**src/rtl/mano_ac_pkg.sv**
```systemverilog
// Shared encodings for the Mano accumulator unit: command opcodes and FSM state values.
package mano_ac_pkg;

  localparam logic [3:0] OP_NOP = 4'd0;
  localparam logic [3:0] OP_AND = 4'd1;
  localparam logic [3:0] OP_ADD = 4'd2;
  localparam logic [3:0] OP_LDA = 4'd3;
  localparam logic [3:0] OP_CMA = 4'd4;
  localparam logic [3:0] OP_CLA = 4'd5;
  localparam logic [3:0] OP_INC = 4'd6;
  localparam logic [3:0] OP_CLE = 4'd7;
  localparam logic [3:0] OP_CME = 4'd8;
  localparam logic [3:0] OP_CIR = 4'd9;
  localparam logic [3:0] OP_CIL = 4'd10;

  localparam logic [0:0] ST_IDLE = 1'b0;
  localparam logic [0:0] ST_ROT  = 1'b1;

endpackage

```
**src/rtl/mano_ac_unit.sv**
```systemverilog
// AC register and E flip-flop with a valid/ready command port, a done pulse,
// and a multi-cycle rotate through E that runs for a programmable step count.
module mano_ac_unit
  import mano_ac_pkg::*;
#(
  parameter int WIDTH = 8,
  parameter int CNT_W = 4
) (
  input  logic             clk,
  input  logic             rst,
  input  logic             op_valid,
  input  logic [3:0]       op_code,
  input  logic [CNT_W-1:0] rot_cnt,
  input  logic [WIDTH-1:0] dr,
  output logic             op_ready,
  output logic             done,
  output logic [WIDTH-1:0] ac,
  output logic             e,
  output logic             zero,
  output logic             neg
);

  localparam logic [WIDTH-1:0] AC_ONE  = WIDTH'(1);
  localparam logic [CNT_W-1:0] CNT_ONE = CNT_W'(1);

  logic [WIDTH-1:0] ac_q, ac_d;
  logic             e_q, e_d;
  logic [0:0]       state_q, state_d;
  logic [CNT_W-1:0] cnt_q, cnt_d;
  logic             dir_left_q, dir_left_d;
  logic             done_q, done_d;

  logic             accept;
  logic             rot_left;
  logic [CNT_W-1:0] n_steps;
  logic [WIDTH:0]   sum;

  // One step of the {ac,e} ring; result packed as {new_ac, new_e}.
  function automatic logic [WIDTH:0] rot_step(input logic [WIDTH-1:0] a,
                                              input logic             ev,
                                              input logic             left);
    if (left) return {a[WIDTH-2:0], ev, a[WIDTH-1]};
    else      return {ev, a[WIDTH-1:1], a[0]};
  endfunction

  assign op_ready = (state_q == ST_IDLE);
  assign accept   = op_valid && op_ready;
  assign rot_left = (op_code == OP_CIL);
  assign n_steps  = (rot_cnt == '0) ? CNT_ONE : rot_cnt;
  assign sum      = {1'b0, ac_q} + {1'b0, dr};

  // NOTE: every next-state signal takes its held value first, so no path leaves one unassigned (no latch).
  always_comb begin
    ac_d       = ac_q;
    e_d        = e_q;
    state_d    = state_q;
    cnt_d      = cnt_q;
    dir_left_d = dir_left_q;
    done_d     = 1'b0;

    case (state_q)
      ST_IDLE: begin
        if (accept) begin
          done_d = 1'b1;
          case (op_code)
            OP_AND: ac_d = ac_q & dr;
            OP_ADD: {e_d, ac_d} = sum;
            OP_LDA: ac_d = dr;
            OP_CMA: ac_d = ~ac_q;
            OP_CLA: ac_d = '0;
            OP_INC: ac_d = ac_q + AC_ONE;
            OP_CLE: e_d = 1'b0;
            OP_CME: e_d = ~e_q;
            OP_CIR, OP_CIL: begin
              // First step happens on the accept edge; the counter holds the steps still owed.
              dir_left_d  = rot_left;
              {ac_d, e_d} = rot_step(ac_q, e_q, rot_left);
              cnt_d       = n_steps - CNT_ONE;
              if (n_steps != CNT_ONE) begin
                state_d = ST_ROT;
                done_d  = 1'b0;
              end
            end
            default: ;
          endcase
        end
      end
      ST_ROT: begin
        {ac_d, e_d} = rot_step(ac_q, e_q, dir_left_q);
        cnt_d       = cnt_q - CNT_ONE;
        if (cnt_q == CNT_ONE) begin
          state_d = ST_IDLE;
          done_d  = 1'b1;
        end
      end
      default: state_d = ST_IDLE;
    endcase
  end

  // NOTE: state registers use non-blocking assignments so all of them update together at the edge.
  always_ff @(posedge clk) begin
    if (rst) begin
      ac_q       <= '0;
      e_q        <= 1'b0;
      state_q    <= ST_IDLE;
      cnt_q      <= '0;
      dir_left_q <= 1'b0;
      done_q     <= 1'b0;
    end else begin
      ac_q       <= ac_d;
      e_q        <= e_d;
      state_q    <= state_d;
      cnt_q      <= cnt_d;
      dir_left_q <= dir_left_d;
      done_q     <= done_d;
    end
  end

  assign done = done_q;
  assign ac   = ac_q;
  assign e    = e_q;
  assign zero = (ac_q == '0);
  assign neg  = ac_q[WIDTH-1];

endmodule

```
**config.mk**
```make
export PLATFORM = sky130hd
export DESIGN_NAME = mano_ac_unit
export DESIGN_NICKNAME = d
export VERILOG_FILES = /design/src/rtl/mano_ac_pkg.sv /design/src/rtl/mano_ac_unit.sv
export SDC_FILE = /design/constraint.sdc
export NUM_CORES = 1
export LEC_CHECK = 0
export CORE_ASPECT_RATIO = 2
export CORE_UTILIZATION = 46
export DETAILED_ROUTE_END_ITERATION = 10
export PLACE_DENSITY = 0.71
export REMOVE_ABC_BUFFERS = 1
export SLEW_MARGIN = 10
export SYNTH_ARGS = -nofsm -noshare
export SYNTH_HDL_FRONTEND = slang
export SYNTH_SLANG_ARGS = --single-unit
```
**constraint.sdc**
```tcl
create_clock -name clk -period 2 [get_ports clk]
set_clock_uncertainty 0.05 [all_clocks]
set_input_delay 0.3 -clock clk [delete_from_list [all_inputs] [get_ports clk]]
set_output_delay 0.3 -clock clk [all_outputs]
set_load 0.05 [all_outputs]
```
==> metrics.txt, run 1 <==
Avg Cell Area, Syn=7.52 sq um; layout cells sized above 1=0.341; Hold Vio Cnt, Final=0; htree depth=1; Finished Layout Cells=421; arrival time worst endpoint=2.15 ns; Slew HR=0.662; Tightest Pin Transition=0.505 ns; Post-synth ARST share=0; Int Power=932 uW; status=complete, but fails checks; Final Instance Area=0.00318 sq mm; worst path required time=2.09 ns; crit path to=ac[6]$_SDFFE_PP0P_; hold_ws=0.468 ns; Logic pwr share=0.568; Reg2Reg Capture Point=ac[6]$_SDFFE_PP0P_; DR iter-0 viols=101; synthesis-to-layout area growth=47.9%; CORE AREA=0.00442 sq mm; Inserted Clock Buffers=3; Max FO, Critical Path=2; Seq/Total Area, Yosys=0.149; DRT Wirelength=7850 um; RSZ-0062 raised after global routing=true; fraction of the cycle the final worst path needs=1.03; clock slew at reported path FFs=0.08 ns; CTS tree=built; global route total overflow=0; I/O pin total=32; Yosys top cell area share=0.149; vias in the first global route=2,613; remaining antenna violation count=0; DR WL/cell=18.7 um; Yosys reg bits=16; dpl ws=-0.637 ns; failing checks=setup timing; Hold Path Class=register to register; DP HPWL=5760 um; Rows=34; Pre-antenna DRT Iters=5; Worst R2R Start=ac[0]$_SDFFE_PP0P_; Syn. warnings=0; Setup Crit Path Kind=register to register; # diodes=0; initial antenna violation count=0; reg2reg path depth=7; main flop type after synthesis=dfxtp_1; synth unique cells=67; Tmin final=2.05 ns; register share of total power=0.236; routability cong.=0.938; worst skew pair latency=0.26 ns; Max Cap Viol=0; total power=1.59 mW; Buffers on Ports=31; R2R Setup Slk=-0.05 ns; Leak Pwr=1.31 nW; crit path from=ac[0]$_SDFFE_PP0P_; Die H=98.7 um; area of the die=0.00497 sq mm; Synth Instances=286; Slew Limit Fails=0; pin count of the biggest net entering global routing=18; Net Sw Frac=0.415; Final Util=0.719; CTS sink cnt=16; EDFF count, synth=0; vias per inst=6.37; Max Root-Sink Buffers=2; Area after DPL=0.00289 sq mm; GRT Total Usage=0.326; Placed Instances=411; P_sw=661 uW; TNS Setup=-0.112 ns; area of the mapped netlist=0.00215 sq mm; Max Freq=0.487 GHz; setup ws final=-0.0548 ns; first-pass GRT wire length=12,400 um; Via Count=2,681; layout net count=402; pwr/cell area=501 mW/mm^2; Crit. End Element=register; Root Driver=clkbuf_8; peak supply drop=0.466 mV; Clk pwr share=0.196; nature of the critical path startpoint=register; top cells by area, synth=dfxtp_1, ha_1, o21ai_0; Die Width=50.3 um; residual DRC count=0; starting density of the core=0.486; setup violators final=3; Yosys top cell by area=dfxtp_1
==> cells in the mapped netlist (8+ instances only) <==
library cell  count
nand2_1          23
nor2_1           21
o21ai_0          20
a21oi_1          19
dfxtp_1          16
ha_1             14
clkbuf_1         12
inv_1            11
mux2i_1           9
nand3_1           8
==> what timing repair did <==
| item | CTS | global route |
|---|---|---|
| hold buffers | 0 | 0 |
| setup endpoints to repair | 10 | 12 |
| gates cloned | 0 | 0 |
| resized for setup | 19 | 20 |
| pin swaps | 14 | 16 |
| setup buffers | 1 | 5 |
| hold endpoints to repair | 0 | 0 |
==> worst min path at each step <==
stage	from	to	slack, ns	cells after the start
2_1_floorplan	rst	dir_left_q$_SDFFE_PP0P_	0.32	1
3_3_place_gp	cnt_q[1]$_SDFFE_PP0P_	cnt_q[1]$_SDFFE_PP0P_	0.45	2
3_5_place_dp	cnt_q[1]$_SDFFE_PP0P_	cnt_q[1]$_SDFFE_PP0P_	0.45	2
4_1_cts	cnt_q[1]$_SDFFE_PP0P_	cnt_q[1]$_SDFFE_PP0P_	0.47	2
5_1_grt	cnt_q[1]$_SDFFE_PP0P_	cnt_q[1]$_SDFFE_PP0P_	0.49	2
6_report	cnt_q[1]$_SDFFE_PP0P_	cnt_q[1]$_SDFFE_PP0P_	0.47	2
==> kinds of logic (layout without fill, tap and decap cells) <==
group                    count (synthesis)  count (layout)  synth area share
XOR/XNOR                                11              11            0.0448
AND/OR/NAND/NOR                         86              86             0.211
buffers and inverters                   37             118            0.0792
adder cells (fa/ha/maj)                 15              15            0.0908
multiplexers                            13              13            0.0629
AO/OA/AOI/OAI                          108             108             0.363
flip-flops                              16              16             0.149
==> placed cells by master, fill, tap and decap left out, types with 5 or more instances in the layout <==
cell and count:
buf_4 80, o211ai_1 5, xor2_1 5, o221ai_1 7, inv_1 10, a211oi_1 5, nor2_1 20, o21ai_0 20
xnor2_1 6, dfxtp_1 14, nand2b_1 5, ha_1 10, a21oi_1 18, nor3_1 5, mux2i_1 9, nand2_1 22
nand3_1 7, clkdlybuf4s50_1 14
==> sequential cells by signal (all words and copies together), names as in the netlist <==
name	cells
ac	8
cnt_q	4
dir_left_q	1
done	1
e	1
state_q	1
==> routing by layer <==
metal  vias up  track usage  wire (um)
li1       1248            -          -
met1      1269        0.332       2770
met2       126        0.600       4300
met3        38       0.0216        302
met4         0        0.226        481
met5         -            0          0
==> critical path, cell delays in order, from the launching register on <==
cell,delay [ns]
dfxtp_2,0.34
ha_4,0.16
fa_2,0.34
a21o_1,0.23
a221oi_4,0.31
xnor2_1,0.11
a221oi_1,0.29
a21oi_1,0.11
==> final cells by class <==
| type | count | area, sq um |
|---|---|---|
| multi-input cells | 233 | 1840 |
| fillers | 370 | 1240 |
| repair buffers | 102 | 847 |
| flip-flops and latches | 16 | 323 |
| well taps | 54 | 67.6 |
| clock buffers | 4 | 55.1 |
| inverters | 12 | 47.5 |
==> power groups by stage <==
stage / clock network [mW] / registers, mW / logic, mW
2_1_floorplan: 0 / 0.473 / 0.335
3_3_place_gp: 0 / 0.378 / 0.777
3_5_place_dp: 0 / 0.378 / 0.789
4_1_cts: 0.315 / 0.374 / 0.832
5_1_grt: 0.327 / 0.379 / 0.960
6_report: 0.311 / 0.376 / 0.905
Note: power is estimated with default switching activity, not from simulation.
==> run 2: changes to the inputs <==
--- a/config.mk
+++ b/config.mk
@@ -8,7 +8,7 @@
 export CORE_ASPECT_RATIO = 2
 export CORE_UTILIZATION = 46
 export DETAILED_ROUTE_END_ITERATION = 10
-export PLACE_DENSITY = 0.71
+export PLACE_DENSITY = 0.72
 export REMOVE_ABC_BUFFERS = 1
 export SLEW_MARGIN = 10
 export SYNTH_ARGS = -nofsm -noshare
==> metrics.txt, run 2 (same netlist as run 1, synthesis figures left out) <==
Area after DPL=0.00288 sq mm; Via Count=2,665; vias in the first global route=2,712; remaining antenna violation count=0; Root Driver=clkbuf_8; Leak Pwr=1.32 nW; pwr/cell area=504 mW/mm^2; first-pass GRT wire length=12,700 um; Max Freq=0.489 GHz; worst skew pair latency=0.27 ns; largest delay contributor family on the critical path=compound AO/OA/AOI/OAI gates; Cell Chain, Critical Path=ha_4 > fa_2 > a21o_1 > a221oi_4 > buf_4 > o2111ai_2 > nand4b_1 > a311oi_1; global route total overflow=0; GRT Total Usage=0.338; Pre-antenna DRT Iters=5; most frequent cells in the layout=buf_4, nand2_1, nor2_1; setup violators final=2; initial antenna violation count=0; synthesis-to-layout area growth=48.9%; layout cells sized above 1=0.343; Hold Path Class=register to register; Buffers on Ports=31; DR iter-0 viols=106; CTS sink cnt=16; I/O pin total=32; # diodes=0; Clk pwr share=0.195; P_sw=671 uW; status=complete, but fails checks; Slew HR=0.666; Logic pwr share=0.568; Worst Hold Path EP=cnt_q[1]$_SDFFE_PP0P_; CORE AREA=0.00442 sq mm; Tmin final=2.04 ns; worst path required time=2.09 ns; starting density of the core=0.486; Slowest-stage cell, CP=dfxtp_2; area of the die=0.00497 sq mm; Crit. End Element=register; arrival time worst endpoint=2.14 ns; Hold Crit Start=cnt_q[1]$_SDFFE_PP0P_; DP HPWL=5890 um; Max FO, Critical Path=2; R2R Setup Slk=-0.04 ns; pin count of the biggest net entering global routing=15; failing checks=setup timing; Max Root-Sink Buffers=2; Die Width=50.3 um; residual DRC count=0; layout net count=394; Die H=98.7 um; Setup Crit Path Kind=register to register; TNS Setup=-0.0839 ns; DR WL/cell=19.3 um; reg2reg path depth=8; Int Power=941 uW; Final Instance Area=0.00320 sq mm; buffers plus inverters on the worst setup path=1; Inserted Clock Buffers=3; Hold Vio Cnt, Final=0; max reg flops=8; DRT Wirelength=7980 um; hold buffer count at CTS=0; Max Cap Viol=0; worst hold path depth=2; register share of total power=0.237; clock slew at reported path FFs=0.08 ns; commonest non-fill, non-tap cell in the layout=buf_4; Largest stage delay, worst path=0.34 ns; vias per inst=6.45; RSZ-0062 raised after global routing=true; peak supply drop=0.338 mV; CTS tree=built; fraction of the cycle the final worst path needs=1.02; routability cong.=0.997; Worst R2R Start=ac[0]$_SDFFE_PP0P_; Rows=34; Reg2Reg Capture Point=e$_SDFFE_PP0P_; filler cell count=348; setup ws final=-0.0440 ns; nature of the critical path startpoint=register; Slew Limit Fails=0; htree depth=1; Net Sw Frac=0.416; Tightest Pin Transition=0.500 ns
-- run 2: tightest hold or removal path, cell delays in order, from the launching register on --
cell      delay (ns)
dfxtp_1         0.34
nand2_1         0.06
a311oi_1        0.08
-- run 2: layout make-up --
| class | instances | area (sq um) | area share |
|---|---|---|---|
| clock buffer | 4 | 55.1 | 0.0172 |
| inverter | 12 | 47.5 | 0.0149 |
| multi-input combinational | 233 | 1880 | 0.588 |
| sequential | 16 | 323 | 0.101 |
| tap | 54 | 67.6 | 0.0211 |
| timing repair buffer | 94 | 825 | 0.258 |
-- run 2: worst max path at each step --
stage                     slack, ns                from                 end  cells past startpoint
after detailed placement      -0.63               dr[0]  ac[6]$_SDFFE_PP0P_                      8
final                         -0.04  ac[0]$_SDFFE_PP0P_      e$_SDFFE_PP0P_                      8
after CTS                     -0.06  ac[0]$_SDFFE_PP0P_  ac[6]$_SDFFE_PP0P_                      7
after global placement        -0.60               dr[0]  ac[6]$_SDFFE_PP0P_                      8
after global routing          -0.12  ac[0]$_SDFFE_PP0P_  ac[6]$_SDFFE_PP0P_                      7
after floorplan               -0.83  ac[7]$_SDFFE_PP0P_                zero                      3
-- run 2: power by group through the flow --
stage / Combinational, mW / Clock (mW) / Sequential (mW)
floorplan: 0.335 / 0 / 0.473
finish: 0.916 / 0.314 / 0.382
CTS: 0.830 / 0.320 / 0.377
detailed placement: 0.794 / 0 / 0.382
global placement: 0.783 / 0 / 0.381
global route: 0.975 / 0.336 / 0.385
-- run 2: timing repair --
action,CTS,global route
resized for setup,16,34
setup endpoints to repair,8,12
buffers inserted,1,1
pin swaps,12,19
-- run 2: layer usage --
layer / up-vias / GRT usage / share of wire
met5: - / 0 / 0
met4: 0 / 0.239 / 0.063
met3: 46 / 0.0278 / 0.053
met2: 131 / 0.613 / 0.54
met1: 1260 / 0.347 / 0.35
li1: 1228 / - / -
-- run 2: per-stage QoR --
stage | hold slack [ns] | instances | worst slack [ns] | util | total power [mW]
final | 0.468 | 413 | -0.0440 | 0.723 | 1.61
after global routing | 0.489 | 413 | -0.119 | 0.723 | 1.70
after CTS | 0.471 | 412 | -0.0634 | 0.684 | 1.53
after detailed placement | 0.455 | 407 | -0.630 | 0.651 | 1.18
after global placement | 0.447 | 407 | -0.603 | 0.651 | 1.16
after floorplan | 0.319 | 261 | -0.826 | - | 0.807
